**config.mk**
```make
export PLATFORM = sky130hd
export DESIGN_NAME = id_operand_scoreboard_flat
export DESIGN_NICKNAME = d
export VERILOG_FILES = /design/src/rtl/id_operand_scoreboard_if.sv /design/src/rtl/id_operand_scoreboard.sv /design/src/flat_wrapper.sv
export SDC_FILE = /design/constraint.sdc
export NUM_CORES = 1
export LEC_CHECK = 0
export ABC_AREA = 1
export CORE_UTILIZATION = 52
export DETAILED_ROUTE_END_ITERATION = 8
export PLACE_DENSITY = 0.82
export SKIP_LAST_GASP = 1
export SLEW_MARGIN = 5
export SYNTH_ARGS = -nofsm -noshare
export SYNTH_HDL_FRONTEND = slang
export SYNTH_SLANG_ARGS = --single-unit
```
**constraint.sdc**
```tcl
create_clock -name clk -period 1.85 [get_ports clk]
set_clock_uncertainty 0.2 [all_clocks]
set_input_delay 0.37 -clock clk [delete_from_list [all_inputs] [get_ports clk]]
set_output_delay 0.37 -clock clk [all_outputs]
set_load 0.02 [all_outputs]
```
**src/rtl/id_operand_scoreboard_if.sv**
```systemverilog
// rtl/id_operand_scoreboard_if.sv - decode-stage operand scoreboard bus
interface id_operand_scoreboard_if #(
   parameter int REG_W = 5,
   parameter int FWD_W = 2,
   parameter int OCC_W = 2,
   parameter int CNT_W = 16
);
   logic             id_valid;
   logic [REG_W-1:0] id_rf1;
   logic             id_rf1_used;
   logic [REG_W-1:0] id_rf2;
   logic             id_rf2_used;
   logic [REG_W-1:0] id_rd;
   logic             id_rd_we;
   logic             id_is_load;
   logic             flush;
   logic             stall;
   logic [FWD_W-1:0] fwd1_sel;
   logic [FWD_W-1:0] fwd2_sel;
   logic [OCC_W-1:0] busy_count;
   logic [CNT_W-1:0] stall_count;

   modport master (
      output id_valid, id_rf1, id_rf1_used, id_rf2, id_rf2_used,
             id_rd, id_rd_we, id_is_load, flush,
      input  stall, fwd1_sel, fwd2_sel, busy_count, stall_count
   );

   modport slave (
      input  id_valid, id_rf1, id_rf1_used, id_rf2, id_rf2_used,
             id_rd, id_rd_we, id_is_load, flush,
      output stall, fwd1_sel, fwd2_sel, busy_count, stall_count
   );
endinterface

```
**src/rtl/id_operand_scoreboard.sv**
```systemverilog
// rtl/id_operand_scoreboard.sv - ID hazard unit: forwarding select, load-use stall, counters
module id_operand_scoreboard #(
   parameter int REG_W      = 5,
   parameter int ZERO_REG   = 31,
   parameter int PIPE_DEPTH = 3,
   parameter int LOAD_READY = 1,
   parameter int CNT_W      = 16,
   localparam int FWD_W     = $clog2(PIPE_DEPTH + 1),
   localparam int OCC_W     = $clog2(PIPE_DEPTH + 1)
) (
   input logic                    clk,
   input logic                    rst,
   id_operand_scoreboard_if.slave bus
);
   typedef struct packed {
      logic             valid;
      logic [REG_W-1:0] rd;
      logic             is_load;
   } entry_t;

   localparam logic [REG_W-1:0] ZERO_IDX = REG_W'(ZERO_REG);

   entry_t           tbl [PIPE_DEPTH];
   logic [CNT_W-1:0] stall_cnt;
   logic [FWD_W-1:0] fwd1, fwd2;
   logic             early_load1, early_load2;
   logic [OCC_W-1:0] occ;
   logic             stall_c;

   // Walk oldest to youngest so the last hit recorded is the youngest producer.
   always_comb begin
      fwd1        = '0;
      fwd2        = '0;
      early_load1 = 1'b0;
      early_load2 = 1'b0;
      for (int i = PIPE_DEPTH - 1; i >= 0; i--) begin
         if (bus.id_rf1_used && tbl[i].valid && tbl[i].rd == bus.id_rf1 && bus.id_rf1 != ZERO_IDX) begin
            fwd1        = FWD_W'(i + 1);
            early_load1 = tbl[i].is_load && (i < LOAD_READY);
         end
         if (bus.id_rf2_used && tbl[i].valid && tbl[i].rd == bus.id_rf2 && bus.id_rf2 != ZERO_IDX) begin
            fwd2        = FWD_W'(i + 1);
            early_load2 = tbl[i].is_load && (i < LOAD_READY);
         end
      end
   end

   always_comb begin
      occ = '0;
      for (int i = 0; i < PIPE_DEPTH; i++) begin
         occ = occ + OCC_W'(tbl[i].valid);
      end
   end

   assign stall_c = bus.id_valid && (early_load1 || early_load2);

   always_ff @(posedge clk or posedge rst) begin
      if (rst) begin
         for (int i = 0; i < PIPE_DEPTH; i++) begin
            tbl[i] <= '0;
         end
         stall_cnt <= '0;
      end else begin
         for (int i = 1; i < PIPE_DEPTH; i++) begin
            tbl[i] <= bus.flush ? '0 : tbl[i-1];
         end
         // A stalled instruction re-presents next cycle, so it enters as a bubble now.
         if (bus.flush || stall_c || !bus.id_valid) begin
            tbl[0] <= '0;
         end else begin
            tbl[0].valid   <= bus.id_rd_we && (bus.id_rd != ZERO_IDX);
            tbl[0].rd      <= bus.id_rd;
            tbl[0].is_load <= bus.id_is_load;
         end
         if (stall_c && !bus.flush && stall_cnt != {CNT_W{1'b1}}) begin
            stall_cnt <= stall_cnt + CNT_W'(1);
         end
      end
   end

   assign bus.stall       = stall_c;
   assign bus.fwd1_sel    = fwd1;
   assign bus.fwd2_sel    = fwd2;
   assign bus.busy_count  = occ;
   assign bus.stall_count = stall_cnt;
endmodule

```
**src/flat_wrapper.sv**
```systemverilog
// flat-port wrapper written by rule: the top's interface ports become plain ports
module id_operand_scoreboard_flat 
#(
   parameter int REG_W      = 5,
   parameter int ZERO_REG   = 31,
   parameter int PIPE_DEPTH = 3,
   parameter int LOAD_READY = 1,
   parameter int CNT_W      = 16,
   localparam int FWD_W     = $clog2(PIPE_DEPTH + 1),
   localparam int OCC_W     = $clog2(PIPE_DEPTH + 1)
)
  (clk, rst, bus_id_valid, bus_id_rf1, bus_id_rf1_used, bus_id_rf2, bus_id_rf2_used, bus_id_rd, bus_id_rd_we, bus_id_is_load, bus_flush, bus_stall, bus_fwd1_sel, bus_fwd2_sel, bus_busy_count, bus_stall_count);
  id_operand_scoreboard_if #(.REG_W(REG_W), .FWD_W((2)), .OCC_W((2)), .CNT_W(CNT_W)) bus_i ();
  input logic clk;
  input logic rst;
  input wire logic [$bits(bus_i.id_valid)-1:0] bus_id_valid;
  input wire logic [$bits(bus_i.id_rf1)-1:0] bus_id_rf1;
  input wire logic [$bits(bus_i.id_rf1_used)-1:0] bus_id_rf1_used;
  input wire logic [$bits(bus_i.id_rf2)-1:0] bus_id_rf2;
  input wire logic [$bits(bus_i.id_rf2_used)-1:0] bus_id_rf2_used;
  input wire logic [$bits(bus_i.id_rd)-1:0] bus_id_rd;
  input wire logic [$bits(bus_i.id_rd_we)-1:0] bus_id_rd_we;
  input wire logic [$bits(bus_i.id_is_load)-1:0] bus_id_is_load;
  input wire logic [$bits(bus_i.flush)-1:0] bus_flush;
  output wire logic [$bits(bus_i.stall)-1:0] bus_stall;
  output wire logic [$bits(bus_i.fwd1_sel)-1:0] bus_fwd1_sel;
  output wire logic [$bits(bus_i.fwd2_sel)-1:0] bus_fwd2_sel;
  output wire logic [$bits(bus_i.busy_count)-1:0] bus_busy_count;
  output wire logic [$bits(bus_i.stall_count)-1:0] bus_stall_count;
  assign bus_i.id_valid = bus_id_valid;
  assign bus_i.id_rf1 = bus_id_rf1;
  assign bus_i.id_rf1_used = bus_id_rf1_used;
  assign bus_i.id_rf2 = bus_id_rf2;
  assign bus_i.id_rf2_used = bus_id_rf2_used;
  assign bus_i.id_rd = bus_id_rd;
  assign bus_i.id_rd_we = bus_id_rd_we;
  assign bus_i.id_is_load = bus_id_is_load;
  assign bus_i.flush = bus_flush;
  assign bus_stall = bus_i.stall;
  assign bus_fwd1_sel = bus_i.fwd1_sel;
  assign bus_fwd2_sel = bus_i.fwd2_sel;
  assign bus_busy_count = bus_i.busy_count;
  assign bus_stall_count = bus_i.stall_count;
  id_operand_scoreboard #(.REG_W(REG_W), .ZERO_REG(ZERO_REG), .PIPE_DEPTH(PIPE_DEPTH), .LOAD_READY(LOAD_READY), .CNT_W(CNT_W)) u_core (.clk(clk), .rst(rst), .bus(bus_i));
endmodule
```
==> results of run 1 <==
[worst max-delay path, cell delays in order (launching register included)]
cell and delay, ns:
dfrtp_1 0.43, buf_6 0.15, nand2_4 0.05, nand3_2 0.06
nor2_2 0.09, nand4_1 0.13, nand2b_1 0.19, nand2_1 0.08
buf_6 0.11
[flip-flops by register name, summed over array words and instances, names as in the netlist]
signal	count
u_core.bus.stall_count	16
u_core.tbl	19
[metal layers]
layer  wire [microns]  vias to the layer above  global-route usage, %
met5                0                        -                      0
met2             3390                      167                  51.10
met3              618                       24                  8.167
li1                 -                     1241                      -
met1             3074                     1207                  44.92
met4              204                        0                  13.02
[per-stage QoR]
step	utilization, %	area [sq um]
after global placement	74.62	3049
after global routing	82.06	3353
after CTS	78.75	3218
final	82.06	3353
after floorplan	-	2273
after detailed placement	74.62	3049
[area by class of cell]
class	count	area share [%]
Clock buffer	8	2.985
Inverter	47	5.261
Multi-Input combinational cell	245	39.78
Sequential cell	35	26.31
Tap cell	50	1.866
Timing Repair Buffer	93	23.81
[cells in the final DEF (no fill, tap or decap), types with 5 or more instances in the layout]
| master | netlist | routed |
|---|---|---|
| inv_2 | 7 | 16 |
| dfrtp_2 | 0 | 5 |
| dlygate4sd2_1 | 0 | 19 |
| clkbuf_2 | 0 | 7 |
| nand2_1 | 109 | 95 |
| buf_4 | 1 | 43 |
| clkdlybuf4s50_1 | 0 | 10 |
| nand2_2 | 1 | 13 |
| xor2_1 | 7 | 7 |
| nor2_2 | 2 | 8 |
| dfrtp_1 | 35 | 30 |
| inv_1 | 39 | 30 |
| buf_6 | 0 | 10 |
| nand3_2 | 1 | 6 |
| o22ai_1 | 6 | 6 |
| nand4_1 | 22 | 22 |
| nand3_1 | 15 | 10 |
| nor2_1 | 50 | 43 |
| clkbuf_8 | 0 | 7 |
[cell families (layout without fill, tap and decap cells)]
| logic type | Yosys count | count (layout) |
|---|---|---|
| and+or+nand+nor | 214 | 215 |
| buffers and inverters | 52 | 148 |
| DFF | 35 | 35 |
| AOI/OAI and AO/OA | 17 | 17 |
| xor gates and xnor gates | 11 | 11 |
| adders and majority gates | 2 | 2 |
[where the power goes]
part | total, uW | internal, uW | switching, uW
combinational | 259 | 117 | 142
clock | 603 | 340 | 263
sequential | 791 | 777 | 13.7
total | 1650 | 1230 | 418
[timing repair]
action	CTS	global route
pin swaps	21	15
hold buffers	0	0
gates cloned	1	0
endpoints found under the hold margin	0	0
setup endpoints to repair	46	23
resized for setup	100	47
setup buffers	3	7
[how the worst max path moves through the flow]
stage                     depth (start not counted)               to  slack (ns)
after global routing                              8  bus_fwd1_sel[0]       -0.36
after floorplan                                   4  bus_fwd2_sel[1]        0.06
after detailed placement                          7  bus_fwd1_sel[1]       -1.06
after CTS                                         5  bus_fwd1_sel[1]       -0.27
final                                             8  bus_fwd1_sel[0]       -0.30
after global placement                            7  bus_fwd1_sel[1]       -1.02
==> metrics.txt, run 1 <==
critical path peak fanout=3; DP Wirelength=4.958 mm; Initial Utilization=55.57%; most frequent cells after synthesis=109 x nand2_1, 50 x nor2_1, 39 x inv_1, 35 x dfrtp_1, 22 x nand4_1; clock root cell=clkbuf_8; Antenna diodes=0; worst slew pin tran=0.3787 ns; share of Yosys cell area claimed by the top area cell type=38.57%; PortBufs=45; DRC=0; total negative slack=-3.031 ns; run status=finished with violations; largest cells by area after synthesis=dfrtp_1 39%, nand2_1 18%, nor2_1 8.3%, inv_1 6.4%, nand4_1 6.1%; Power per Cell Area=492.7 mW/mm^2; top-count cell post-synth=nand2_1; vias per std cell=5.521; Syn. warnings=0; initial antenna violation count=0; Mapped Nets=356; Post-Synth Simple-Gate Area=41.82%; CP startpoint=u_core.tbl[4]$_DFF_PP0_; FF+latch count, synth=35; pre-CTS setup slack=-1.062 ns; H-tree depth=2; CTS Sinks=35; failing checks=setup timing; r2r worst-path depth=11; Nets=452; Post-synth EDFFs=0; post-route clock period utilization=116.1%; initial DRC count=196; crit path capture type=output pin; Synth Area in Adders=1.433%; CTS tree=yes; Fill cells=277; Setup Crit Path Kind=reg -> out; WP data arrival=1.58 ns; Final WS setup=-0.2970 ns; placed cells=459; Unique masters post-synth=32; R2R Path Start=u_core.tbl[20]$_DFF_PP0_; I/O Pins=46; Tmin final=2.147 ns; layout cells sized above 1=31.78%; Crit Reg-Reg Endpoint=u_core.bus.stall_count[8]$_DFFE_PP0P_; P&R area growth vs syn=47.66%; WL final=7.288 mm; clock buffer depth=2; Post-Synth XOR/XNOR Area=4.242%; setup violators final=23; share of synthesized registers carrying an async set or reset=100.0%; GPL Wtd Cong=0.9985; clock latency on the worst-skew pair=0.28 ns; Primary FF master, synth=dfrtp_1; CP required=1.28 ns; RSZ-0062 raised after global routing=yes; Multi-input gate area=0.001334 sq mm; synthesized area=0.002271 sq mm; FF-to-FF setup slack=-0.11 ns; total global-route track usage=33.33%; clock-pin transition on the worst setup and hold timing paths=0.07 ns; Syn Inst Count=331; Register Area=882.1 sq um; grt ovf=0; die area=0.004636 sq mm; Worst Hold Class=in -> async; drt wl/cell=15.25 microns; Max IR drop VDD=439.7 uV; relative slew slack=74.66%; drt pass-1 iters=7; register area share after synthesis=38.57%; post-synthesis mux area share=0%; largest family of logic cells by synthesized area=simple AND/OR/NAND/NOR gates; Synth Area in Compound Gates=4.628%; Final Instance Count excl. Fillers=478; Die H=68.09 microns; cts bufs inserted=5; Final Max Slew Viols=0; core area=0.004086 sq mm; WHS=0.1534 ns; static leakage=0.001778 uW; Synth area leader=dfrtp_1; final hold vios=0; syn avg cell area=6.861 sq um; Critical Path Start Type=flop; highest clock rate=465.8 MHz; vias=2639; Std-Cell Rows=23; Total Power=1652 uW; Die X-Extent=68.09 microns; ANT nets after route=0; largest net degree at the start of global routing=21; vias in the first global route=2441; first-pass GRT wire length=11.25 mm; max-cap violation count=0
Note: power is estimated with default switching activity, not from simulation.
==> run 2, diff against run 1 <==
--- a/config.mk
+++ b/config.mk
@@ -7,6 +7,7 @@
 export LEC_CHECK = 0
 export ABC_AREA = 1
 export CORE_UTILIZATION = 52
+export CTS_CLUSTER_DIAMETER = 50
 export DETAILED_ROUTE_END_ITERATION = 8
 export PLACE_DENSITY = 0.82
 export SKIP_LAST_GASP = 1
@@ -14,3 +15,4 @@
 export SYNTH_ARGS = -nofsm -noshare
 export SYNTH_HDL_FRONTEND = slang
 export SYNTH_SLANG_ARGS = --single-unit
+export TNS_END_PERCENT = 10
==> run 2 against run 1 <==
- the run still ends with setup timing left
- via count shrank 2.4%
- global-route usage shrank 1.5 points
- utilization shrank 0.61 points
- critical path depth shrank 5
- largest cell class unchanged
- cell count shrank 0.42%
- sequential power is essentially flat
- clock power grew 5.3%
- count of clock-buffer cells in the layout is the same
- combinational power shrank 5%
- sequential share of layout area grew 0.085 points
==> metrics.txt, run 2 (same netlist as run 1, synthesis figures left out) <==
vias in the first global route=2276 (-6.8%); Internal Power=1225 uW (-0.69%); Combinational Power Share=14.7% (-1.0 points); Die X-Extent=68.09 microns (unchanged); critical path peak fanout=3 (unchanged); worst slew pin tran=0.4015 ns (+0.02281 ns); Largest register FFs=19 (unchanged); Final WS setup=-0.2512 ns (+0.04579 ns); Fill cells=260 (-6.1%); Std-Cell Rows=23 (unchanged); total global-route track usage=31.83% (-1.5 points); clock share of power=38.1% (+1.6 points); switching share of power=26.61% (+1.3 points); CP Cell Sequence=buf_4 > fa_1 > clkdlybuf4s15_1; RSZ-0062 raised after global routing=yes; Critical Path Start Type=flop; PortBufs=45 (unchanged); WP data arrival=1.53 ns (-0.05 ns); static leakage=0.001712 uW (-3.7%); CTS tree=yes; vias per std cell=5.410 (-2.0%); clock buffer depth=2 (unchanged); crit path capture type=output pin; GPL Wtd Cong=0.9895 (-0.90%); die area=0.004636 sq mm (unchanged); failing checks=setup timing; most frequent cells in the layout=103 x nand2_1, 45 x nor2_1, 42 x buf_4; core area=0.004086 sq mm (unchanged); CP required=1.28 ns (about the same); pre-CTS setup slack=-1.026 ns (+0.03552 ns); relative slew slack=73.13% (-1.5 points); Antenna diodes=0 (unchanged); Final Max Slew Viols=0 (unchanged); Initial Utilization=55.57% (unchanged); Final Instance Count excl. Fillers=476 (-0.42%); Worst Hold Class=in -> async; WL final=7.316 mm (+0.38%); drt pass-1 iters=5 (-2); Die H=68.09 microns (unchanged); highest clock rate=475.9 MHz (+2.2%); clock latency on the worst-skew pair=0.29 ns (about the same); slowest stage delay, CP=0.41 ns (-0.02 ns); Net Switching=444.3 uW (+6.2%); run status=finished with violations; initial antenna violation count=0 (unchanged); Setup Crit Path Kind=reg -> out; first-pass GRT wire length=10.58 mm (-6.0%); CP max stage cell=dfrtp_1; Power per Cell Area=501.6 mW/mm^2 (+1.8%); cts bufs inserted=5 (unchanged); CTS Sinks=35 (unchanged); Tmin final=2.101 ns (-0.04579 ns); layout cells sized above 1=27.23% (-4.5 points); Max IR drop VDD=515.6 uV (+17%); register with the most flip-flops=u_core.tbl; DRC=0 (unchanged); Nets=450 (-0.44%); placed cells=459 (unchanged); clock-pin transition on the worst setup and hold timing paths=0.08 ns (about the same); fin util=81.45% (-0.61 points); P&R area growth vs syn=46.56%; initial DRC count=243 (+24%); ANT nets after route=0 (unchanged); max-cap violation count=0 (unchanged); total negative slack=-3.114 ns (-0.08389 ns); post-route clock period utilization=113.6% (-2.5 points); DP Wirelength=4.928 mm (-0.59%); largest net degree at the start of global routing=20 (-4.8%); vias=2575 (-2.4%); drt wl/cell=15.37 microns (+0.81%); H-tree depth=2 (unchanged); most common cell after layout, fill and taps aside=nand2_1; clock root cell=clkbuf_8; CTS Hold Bufs=0 (unchanged); setup violators final=28 (+22%); grt ovf=0 (unchanged); final hold vios=0 (unchanged); register share of total power=47.2% (-0.7 points); I/O Pins=46 (unchanged)
## run 2: layout make-up
cell class	count	area (sq um)	share of cell area, %
clock buffers	8	100.1	3.008
well taps	50	62.56	1.880
multi-input cells	245	1310	39.36
repair buffers	91	800.8	24.06
flip-flops and latches	35	878.3	26.39
inverters	47	176.4	5.301
## run 2: power groups by stage
| stage | sequential [uW] | combinational, uW | clock, uW |
|---|---|---|---|
| after CTS | 788 | 227 | 634 |
| after floorplan | 799 | 97.1 | 0 |
| final | 789 | 246 | 635 |
| after global placement | 801 | 225 | 0 |
| after global routing | 789 | 267 | 662 |
| after detailed placement | 802 | 227 | 0 |
## run 2: routing by layer
layer | global-route usage [%] | vias up | wire (microns)
li1 | - | 1235 | -
met1 | 45.10 | 1195 | 3152
met2 | 47.55 | 131 | 3461
met3 | 5.833 | 14 | 542
met4 | 12.50 | 0 | 160
met5 | 0 | - | 0
## run 2: timing repair
action,4_1_cts,5_1_grt
pin swaps,14,14
setup endpoints to repair,45,38
gates cloned,0,1
buffers inserted,1,8
gates resized for setup,68,37
## run 2: worst paths after layout
check / start / to / slack [ns] / depth (start not counted)
setup / recovery: u_core.tbl[13]$_DFF_PP0_ / bus_busy_count[1] / -0.25 / 3
max in group asynchronous: rst / u_core.tbl[9]$_DFF_PP0_ / 0.80 / 3
hold reg to reg: u_core.bus.stall_count[1]$_DFFE_PP0P_ / u_core.bus.stall_count[1]$_DFFE_PP0P_ / 0.36 / 2
min in group clk: u_core.bus.stall_count[1]$_DFFE_PP0P_ / u_core.bus.stall_count[1]$_DFFE_PP0P_ / 0.36 / 2
hold / removal: rst / u_core.tbl[13]$_DFF_PP0_ / 0.15 / 2
setup reg to reg: u_core.tbl[15]$_DFF_PP0_ / u_core.bus.stall_count[13]$_DFFE_PP0P_ / -0.02 / 11
## run 2: through the flow
| stage | hold slack (ns) | area, sq um | total power, uW |
|---|---|---|---|
| floorplan | 0.2357 | 2271 | 895.8 |
| global placement | 0.3378 | 3047 | 1026 |
| detailed placement | 0.3630 | 3047 | 1029 |
| CTS | 0.1471 | 3183 | 1648 |
| global route | 0.1863 | 3328 | 1719 |
| finish | 0.1460 | 3328 | 1670 |
## run 2: critical path, delay by kind of cell (launching register included)
kind | cells | cell delay [ns]
adders and majority gates | 1 | 0.38
buffers and inverters | 2 | 0.44
DFF | 1 | 0.41
